[src/rtl/pc_pkg.sv]
// Shared types and helpers for the program-counter sequencer and its target checker.
// Latency: n/a (types, constants and a pure combinational helper only).
// Backpressure: n/a.
package pc_pkg;

    typedef enum logic [1:0] {
        BOOT   = 2'd0,
        RUN    = 2'd1,
        HALTED = 2'd2
    } pc_state_t;

    localparam int INSTR_BYTES = 4;

    // Word alignment only depends on the two low address bits.
    function automatic logic is_aligned(input logic [1:0] addr_lo);
        return (addr_lo == 2'b00);
    endfunction

endpackage

[src/rtl/pc_target_check.sv]
// Flags a control-transfer target that is misaligned or outside the program region.
// Latency: combinational, zero cycles.
// Backpressure: none; pure function of target.
// Ports: target (candidate destination address), bad (1 = reject target).
module pc_target_check
    import pc_pkg::*;
#(
    parameter int              XLEN         = 32,
    parameter logic [XLEN-1:0] RESET_VECTOR = 32'h0000_0000,
    parameter logic [XLEN-1:0] PROG_BYTES   = 1024
) (
    input  logic [XLEN-1:0] target,
    output logic            bad
);

    // One extra bit so base+size cannot overflow when the region ends at the top of memory.
    localparam logic [XLEN:0] PROG_BASE = {1'b0, RESET_VECTOR};
    localparam logic [XLEN:0] PROG_END  = {1'b0, RESET_VECTOR} + {1'b0, PROG_BYTES};

    logic [XLEN:0] target_ext;

    assign target_ext = {1'b0, target};

    always_comb begin
        bad = !is_aligned(target[1:0])
           || (target_ext < PROG_BASE)
           || (target_ext >= PROG_END);
    end

endmodule

[src/rtl/pc_sequencer.sv]
// Program counter with stall, halt/resume, trap entry/return and redirect target checking.
// Latency: every pc/epc update is visible one cycle after the inputs are sampled; pc_plus4 is combinational.
// Backpressure: stall holds pc in RUN only; halt parks the sequencer until resume.
// Ports: clk, reset (async active-low); controls stall/halt/resume/trap_req/mret;
//        redirect_valid/redirect_target; outputs pc, pc_plus4, pc_valid, epc, target_fault, halted.
module pc_sequencer
    import pc_pkg::*;
#(
    parameter int              XLEN         = 32,
    parameter logic [XLEN-1:0] RESET_VECTOR = 32'h0000_0000,
    parameter logic [XLEN-1:0] TRAP_VECTOR  = 32'h0000_0100,
    parameter logic [XLEN-1:0] PROG_BYTES   = 1024
) (
    input  logic            clk,
    input  logic            reset,
    input  logic            stall,
    input  logic            halt,
    input  logic            resume,
    input  logic            redirect_valid,
    input  logic [XLEN-1:0] redirect_target,
    input  logic            trap_req,
    input  logic            mret,
    output logic [XLEN-1:0] pc,
    output logic [XLEN-1:0] pc_plus4,
    output logic            pc_valid,
    output logic [XLEN-1:0] epc,
    output logic            target_fault,
    output logic            halted
);

    localparam logic [XLEN:0] PROG_END = {1'b0, RESET_VECTOR} + {1'b0, PROG_BYTES};
    localparam logic [XLEN:0] STEP     = (XLEN+1)'(INSTR_BYTES);

    pc_state_t       state, state_nxt;
    logic [XLEN-1:0] pc_nxt;
    logic [XLEN-1:0] epc_nxt;
    logic            fault_nxt;
    logic [XLEN:0]   pc_sum;
    logic            target_bad;

    pc_target_check #(
        .XLEN         (XLEN),
        .RESET_VECTOR (RESET_VECTOR),
        .PROG_BYTES   (PROG_BYTES)
    ) u_target_check (
        .target (redirect_target),
        .bad    (target_bad)
    );

    // Carry-out is kept so a region ending at the top of the address space still wraps.
    assign pc_sum   = {1'b0, pc} + STEP;
    assign pc_plus4 = pc_sum[XLEN-1:0];

    // State and datapath registers.
    always_ff @(posedge clk or negedge reset) begin
        if (!reset) begin
            state        <= BOOT;
            pc           <= RESET_VECTOR;
            epc          <= RESET_VECTOR;
            target_fault <= 1'b0;
        end else begin
            state        <= state_nxt;
            pc           <= pc_nxt;
            epc          <= epc_nxt;
            target_fault <= fault_nxt;
        end
    end

    // Next-state and next-PC priority mux.
    always_comb begin
        state_nxt = state;
        pc_nxt    = pc;
        epc_nxt   = epc;
        fault_nxt = 1'b0;
        case (state)
            BOOT: begin
                state_nxt = RUN;
            end
            RUN: begin
                if (trap_req) begin
                    epc_nxt = pc;
                    pc_nxt  = TRAP_VECTOR;
                end else if (mret) begin
                    pc_nxt = epc;
                end else if (redirect_valid && target_bad) begin
                    fault_nxt = 1'b1;
                    epc_nxt   = pc;
                    pc_nxt    = TRAP_VECTOR;
                end else if (redirect_valid) begin
                    pc_nxt = redirect_target;
                end else if (stall) begin
                    pc_nxt = pc;
                end else if (pc_sum >= PROG_END) begin
                    pc_nxt = RESET_VECTOR;
                end else begin
                    pc_nxt = pc_sum[XLEN-1:0];
                end
                // halt does not suppress this cycle's PC update; it only parks afterwards.
                if (halt) begin
                    state_nxt = HALTED;
                end
            end
            HALTED: begin
                if (resume) begin
                    state_nxt = RUN;
                end
            end
            default: begin
                state_nxt = BOOT;
            end
        endcase
    end

    // Status outputs decoded from state.
    always_comb begin
        pc_valid = (state == RUN);
        halted   = (state == HALTED);
    end

endmodule

[config.mk]
export PLATFORM = sky130hd
export DESIGN_NAME = pc_sequencer
export DESIGN_NICKNAME = d
export VERILOG_FILES = /design/src/rtl/pc_pkg.sv /design/src/rtl/pc_target_check.sv /design/src/rtl/pc_sequencer.sv
export SDC_FILE = /design/constraint.sdc
export NUM_CORES = 1
export LEC_CHECK = 0
export CAP_MARGIN = 30
export CORE_ASPECT_RATIO = 0.8
export CORE_MARGIN = 10
export CORE_UTILIZATION = 49
export CTS_BUF_LIST = sky130_fd_sc_hd__clkbuf_8 sky130_fd_sc_hd__clkbuf_16
export DETAILED_ROUTE_END_ITERATION = 8
export PLACE_DENSITY = 0.87
export SYNTH_ARGS = -nofsm -noshare
export SYNTH_HDL_FRONTEND = slang
export SYNTH_SLANG_ARGS = --single-unit
[constraint.sdc]
create_clock -name clk -period 3.95 [get_ports clk]
set_input_delay 1.185 -clock clk [delete_from_list [all_inputs] [get_ports clk]]
set_output_delay 1.185 -clock clk [all_outputs]
set_load 0.005 [all_outputs]
======== Word-level counts from Yosys, hierarchy flattened ========
Index checks and enable logic that the tools add are counted.
operators by class
  muxes and demuxes ....................... 16
  equal/unequal tests ..................... 6
  reductions and logical operators ........ 10
  $lt $le $gt $ge ......................... 3
  div/mod/pow operators ................... 0
  $add $sub $neg .......................... 1
  multipliers ............................. 0
  bitwise gates (word level) .............. 0
  shift operators ......................... 0
operator list
  cell                   number
  $mux 32                9
  $add 32x3->33 const B  1
  $ge 33x11->1 const B   1
  $ge 32x11->1 const B   1
  $lt 32x1->1 const B    1
  $ne 2x2->1 const B     3
  $pmux 2 s3             1
  $ne 5x1->1 const B     1
  $logic_not 2->1        2
  $mux 1                 4
  $mux 2                 2
  $reduce_and 2->1       2
  $reduce_and 3->1       1
  $eq 2x1->1 const B     1
  $eq 2x2->1 const B     1
  $logic_or 1x1->1       2
  $reduce_bool 2->1      1
  $logic_and 1x1->1      1
  $logic_not 1->1        1
word-level totals
  latch bits .............................. 0
  input port bits ......................... 40
  memory bits (writable) .................. 0
  ROM bits ................................ 0
  memories ................................ 0
  register bits ........................... 67

======== Depth between registers and ports, before layout ========
Gate-level depths: netlist of the first run.
  word-level depth ........................ 9
  gate-level depth with buffers ........... 10
  depth with buffers taken out ............ 9

======== Hierarchy ========
From an unflattened synthesis of the first run, not the netlist that was laid out.
unflattened totals
  cell total of the unflattened synthesis .. 428
  area, all modules ....................... 4,018.9 um2
by module, submodules not included
  module           cells each  times used  area each (um2)
  pc_sequencer     420         1           3,967.6
  pc_target_check  8           1           51.3

======== Worst setup path after synthesis of the first run ========
Ideal clock, no wire load.
  path kind ............................... reg2out
  start point ............................. register pc[10]
  end point ............................... output port pc_plus4[31]
  slack ................................... 992 ps
  path buffers ............................ 2
  cell stages (with the launch flop) ...... 8
  arrival ................................. 1,773 ps
  path through ............................ dfrtp_1 buf_2 and4_4 and4_1 buf_2 nand2_1 or4_1 xnor2_1
on the way
  longest elaborated chain between the ends .. 1
ends and longest elaborated chain
  item                      RTL line            RTL
  start: declaration        pc_sequencer.sv:23  output logic [XLEN-1:0] pc,
  start signal: assignment  pc_sequencer.sv:63  pc <= pc_nxt;
  $add 32x3->33             pc_sequencer.sv:51  assign pc_sum = {1'b0, pc} + STEP;
  end: declaration          pc_sequencer.sv:24  output logic [XLEN-1:0] pc_plus4,
No other way between the ends.

======== Worst setup path after layout of the first run ========
  start point ............................. register pc[8]
  end point ............................... output port pc_plus4[31]
Same word-level chain as after synthesis.

==> impl_metrics.yaml, run 1 <==
run_status:
  outcome: "complete, no violations"
setup_path:
  path_cells: "and4_4 -> and4_4 -> nand2_1 -> or4_1 -> xnor2_1 -> clkdlybuf4s50_1"
  cp-end-kind: "output pin"
  r2r_setup_slack_ns: 0.92
  r2r_cells: 10
  arrival_ns: 2.62
  worst_ep_required_time_ns: 2.76
  slowest_stage: "clkdlybuf4s50_1"
  crit_type: "reg2out"
  r2r_start: "pc[2]"
  crit_path_max_incr_delay_ns: 0.52
  startpoint: "pc[8]"
  cp_common_cell: "and4_4"
  reg2reg_to: "pc[7]"
  crit_fanout: 7
  start_kind: "register"
  crit_path_end: "pc_plus4[31]"
final_layout:
  antenna_cells: 0
  fin_util_pct: 73.9
  layout-drive-gt1-share_pct: 17.0
  fin_cells: 622
  area_growth_pct: 44.1
  fill_cells: 553
  fin_nets: 555
synthesis:
  ys.flop_type: "dfrtp_1"
  synth_area_leader_cell: "dfrtp_1"
  synth_nets: 417
  yosysUniqueCellTypes: 50
  netlist_instances: 375
  synth.cell_area_um2: 3840
  ys_seq_elements: 67
  synth_edf_count: 0
  synth.avg_cell_area_um2: 10.2
  async_reset_ff_share_pct: 100
  ys_seq_area_share_pct: 43.6
  synth_top_area_share_pct: 43.6
  yosysWarnings: 0
  synthTopCellsByArea: "dfrtp_1 (44%), mux2_2 (9.4%), a22o_1 (5.5%), xnor2_1 (3.9%), nand2_1 (3.5%)"
clocking:
  cts_tree: "built"
  worstSkewPairLatency_ns: 0.34
  cts-root-buf: "clkbuf_8"
  numCtsBuffers: 9
  clock_path_buffers: 2
  htree_levels: 3
  path_clk_slew_ns: 0.07
  cts.sinks: 67
sta:
  hold_viol_final: 0
  max_freq_ghz: 0.263
  totalNegativeSetupSlack_ns: 0
  fin_crit_sh_pct: 96.3
  slew_violations: 0
  rsz0062_at_grt: "no"
  max_slew_margin_pct: 49.6
  setup_slack_ns: 0.145
  setup-violations-final: 0
  tightest_slew_ns: 0.756
  finClkSkew_ns: 0.0101
  finalCriticalPeriod_ns: 3.80
job:
  cap_violations: 0
global_routing:
  grt_max_degree: 32
  grt_antenna_before_repair: 0
  use_met1_pct: 25.9
  grt-ovfl-total: 0
  grt.busiest_layer: "met2"
  grt_pass1_wl_mm: 20.3
  met3_usage_pct: 7.01
  track_usage_pct: 20.9
  grt_pass1_vias: 3758
  use_met2_pct: 33.8
place:
  dp_hpwl_mm: 9.64
  preCtsSetupSlack_ns: 0.235
  place_congestion: 0.878
  dp_cells: 605
  numPortBuffers: 138
die:
  rows: 28
  io_pins: 139
  start_util_pct: 51.3
  fp.dieArea_um2: 11800
  core_um2: 7500
  die_h_um: 99.2
  die_w_um: 119
drt:
  dr.pass1.iters: 5
  drt-total-wl_mm: 12.7
  ant_nets: 0
  wl_per_cell_um: 20.4
  post-route-drc-count: 0
  vias_per_cell: 5.86
  initialDrtViolationCount: 296
  vias: 3643
power:
  vdd_drop_max_mv: 0.283
  power_density_nw_per_um2: 316
  cellLeakagePower_uw: 0.00235
min_path:
  min_path_type: "reg2reg"
[registers in the layout, indices dropped and copies added, names as in the netlist]
register      count
target_fault      1
pc               32
epc              32
state             2
[synth_stat cells (3+ instances only)]
| library cell | n |
|---|---|
| buf_2 | 9 |
| o21ai_0 | 11 |
| and2_1 | 4 |
| inv_1 | 9 |
| dfrtp_1 | 67 |
| xor2_1 | 10 |
| nand4_1 | 10 |
| nand3_1 | 20 |
| nor2b_1 | 3 |
| mux2_2 | 32 |
| and4_4 | 3 |
| a221o_1 | 7 |
| nor2_1 | 17 |
| xnor2_1 | 17 |
| buf_4 | 5 |
| and4_1 | 3 |
| nor3_1 | 9 |
| o31ai_1 | 3 |
| mux2i_1 | 3 |
| nor4_1 | 11 |
| clkbuf_1 | 13 |
| or3_1 | 7 |
| or4_1 | 7 |
| a22o_1 | 24 |
| a31oi_1 | 3 |
| nand2_1 | 36 |
[power breakdown]
part	total (µW)	switching, µW	internal, µW
Combinational	480	268	212
Sequential	750	35.9	714
Clock	523	251	272
Total	1750	555	1200
[layout make-up]
type	count	area [µm²]	area share (%)
sequential	67	1680	30.4
multi-input combinational	268	1980	35.8
timing repair buffer	158	1530	27.6
inverter	9	33.8	0.610
clock buffer	12	165	2.98
tap	105	131	2.37
clock inverter	3	13.8	0.249
[through the flow]
step | hold WS [ns] | power [µW] | area [µm²]
finish | 0.478 | 1750 | 5540
global placement | 0.457 | 1210 | 5330
CTS | 0.478 | 1750 | 5510
floorplan | 0.436 | 1000 | 3840
detailed placement | 0.476 | 1220 | 5330
global route | 0.509 | 1830 | 5540
[cells in the final DEF (no fill, tap or decap), types with 8 or more instances in the layout]
cell type          n
xnor2_1           17
inv_1             10
dfrtp_1           61
nor4_1            11
xor2_1            10
nand3_1           20
nor2_1            16
nand2_1           36
clkbuf_8          12
o21ai_0           11
buf_4             20
clkdlybuf4s50_1  137
nand4_1           10
nor3_1             8
a22o_1            24
mux2_2            32
[cells by family after synthesis]
| family | share of synthesized area [%] |
|---|---|
| adder cells (fa/ha/maj) | 0.651 |
| AND/OR/NAND/NOR | 21.5 |
| flip-flops | 43.6 |
| buffers and inverters | 5.01 |
| AO/OA/AOI/OAI | 12.9 |
| XOR/XNOR | 6.15 |
| multiplexers | 10.2 |
[what timing repair did]
item	in CTS	in global routing
setup endpoints to repair	1	2
hold buffers	0	0
resized for setup	2	7
cloned	0	0
buffers inserted	0	2
[worst min-delay path by stage]
stage	endpoint	startpoint	cells past startpoint
after floorplan	state[1]	state[1]	1
after global placement	state[1]	state[1]	1
after detailed placement	state[1]	state[1]	1
after CTS	state[1]	state[1]	1
after global routing	state[1]	state[1]	1
final	state[1]	state[1]	1
[per-layer routing]
metal | vias to the layer above | part of all wire (%)
met2 | 182 | 48
met5 | - | 0
met3 | 24 | 9.1
met4 | 0 | 1.6
met1 | 1769 | 42
li1 | 1668 | -
[critical path, delay by kind of cell (launching register included)]
kind | cells | cell delay, ns
AND/OR/NAND/NOR | 4 | 1.17
buffers and inverters | 1 | 0.52
flip-flops | 1 | 0.44
XOR/XNOR | 1 | 0.15
(Power assumes the default switching activity.)
==> run 2, diff against run 1 <==
SLEW_MARGIN = 20   (was unset)
==> results of run 2 <==
Final layout, timing and power as in run 1 (identical DEF).
==> run 3, diff against run 2 <==
CTS_BUF_LIST = unset   (was sky130_fd_sc_hd__clkbuf_8 sky130_fd_sc_hd__clkbuf_16)
SETUP_SLACK_MARGIN = 0.5   (was unset)
==> run 3 against run 2 <==
  * Sequential cell count unchanged
  * Clock skew barely moved
  * Cell count up 4.0%
  * Via count increased by 6.3%
  * Wire length grew 8.5%
  * Critical path depth is 1 lower
  * First-iteration DRC count is 43% higher
  * Non-clock buffer count is 25 higher
  * Register-to-register slack gained 0.13 ns
  * Design area increased by 6.6%
  * Sequential share of layout area fell by 1.7 points
  * Maximum frequency grew 12%
==> impl_metrics.yaml, run 3 (synthesis gave the netlist of run 1 again) <==
die:
  rows: 28
  fp.dieArea_um2: 11800
  core_um2: 7500
  die_w_um: 119
  io_pins: 139
  die_h_um: 99.2
  start_util_pct: 51.3
job:
  cap_violations: 0
min_path:
  min_path_type: "reg2reg"
  hold_depth: 1
drt:
  ant_nets: 0
  wl_per_cell_um: 21.3
  post-route-drc-count: 0
  vias: 3873
  dr.pass1.iters: 5
  vias_per_cell: 5.99
  initialDrtViolationCount: 423
  drt-total-wl_mm: 13.7
global_routing:
  track_usage_pct: 22.0
  grt_pass1_vias: 3939
  grt-ovfl-total: 0
  grt_pass1_wl_mm: 21.4
  grt_max_degree: 32
  grt_antenna_before_repair: 0
power:
  power_density_nw_per_um2: 302
  cellLeakagePower_uw: 0.00266
  vdd_drop_max_mv: 0.279
sta:
  fin_hold_ws_ns: 0.479
  fin_crit_sh_pct: 86.1
  totalNegativeSetupSlack_ns: 0
  finClkSkew_ns: 0.0104
  setup-violations-final: 0
  hold_viol_final: 0
  slew_violations: 0
  max_slew_margin_pct: 62.3
  finalCriticalPeriod_ns: 3.40
  rsz0062_at_grt: "yes"
  tightest_slew_ns: 0.564
  max_freq_ghz: 0.294
clocking:
  cts-hold-fix-buffers: 0
  htree_levels: 3
  clock_path_buffers: 2
  path_clk_slew_ns: 0.08
  numCtsBuffers: 9
  worstSkewPairLatency_ns: 0.34
  cts.sinks: 67
  cts-root-buf: "clkbuf_8"
  cts_tree: "built"
setup_path:
  worst_ep_required_time_ns: 2.76
  crit_fanout: 8
  crit_type: "reg2out"
  arrival_ns: 2.22
  r2r_cells: 10
  start_kind: "register"
  cp-end-kind: "output pin"
  r2r_setup_slack_ns: 1.05
final_layout:
  antenna_cells: 0
  layout_commonest_cell: "clkdlybuf4s50_1"
  layout-drive-gt1-share_pct: 26.6
  fin_nets: 580
  final_cell_mix: "clkdlybuf4s50_1 (122), dfrtp_1 (52), buf_4 (40)"
  area_growth_pct: 53.6
  reg_top3: "epc: 32 flops, pc: 32 flops, state: 2 flops"
place:
  dp_hpwl_mm: 9.64
  place_congestion: 0.878
  numPortBuffers: 138
run_status:
  outcome: "complete, no violations"
-- run 3: cell types whose count changed in the layout (fill, tap and decap cells not counted), sizes merged --
cell           delta
clkbuf            +2
dlygate4sd2       +8
inv               -1
clkdlybuf4s50    -15
clkdlybuf4s15     +1
buf              +25
dlymetal6s2s      +5
-- run 3: power breakdown --
part,switching (µW),internal (µW),leakage [µW]
logic,288,220,0.00167
clock network,257,274,0.0000953
registers,30.8,715,0.000900
total,576,1210,0.00266
-- run 3: final cells by class --
cell class / instances / area [µm²]
multi-input cells: 268 / 2110
repair buffers: 183 / 1750
flip-flops and latches: 67 / 1700
fillers: 470 / 1600
clock buffers: 13 / 169
well taps: 105 / 131
inverters: 9 / 33.8
clock inverters: 2 / 10.0
-- run 3: worst paths after layout --
path	end	start
max	pc_plus4[13]	pc[5]
min	state[1]	state[1]
max reg2reg	pc[7]	pc[8]
min reg2reg	state[1]	state[1]
max in group asynchronous	pc[19]	reset
min in group asynchronous	pc[9]	reset
-- run 3: per-stage QoR --
| stage | worst slack (ns) | std cells | total power, µW | util, % | area [µm²] |
|---|---|---|---|---|---|
| global placement | 0.296 | 605 | 1210 | 71.1 | 5330 |
| CTS | 0.427 | 643 | 1770 | 77.5 | 5810 |
| global route | 0.478 | 647 | 1860 | 78.7 | 5900 |
| finish | 0.548 | 647 | 1780 | 78.7 | 5900 |
| detailed placement | 0.235 | 605 | 1220 | 71.1 | 5330 |
| floorplan | 0.992 | 375 | 1000 | - | 3840 |
-- run 3: worst max-delay path, stage by stage (launching register included) --
cell and delay, ns:
dfrtp_2 0.43, and4_4 0.30, nand3_4 0.17, nor3_2 0.26
xnor2_1 0.16, clkdlybuf4s50_1 0.55
-- run 3: layer usage --
metal / vias up / GRT usage, % / share of wire [%]
met1: 1863 / 27.0 / 40
li1: 1720 / - / -
met4: 0 / 6.84 / 1.8
met5: - / 0 / 0
met3: 38 / 7.40 / 11
met2: 252 / 35.9 / 48
-- run 3: timing repair --
action,in CTS,in global routing
cloned,0,0
pin swaps,8,6
buffers inserted,23,4
resized for setup,47,20
setup endpoints to repair,22,32
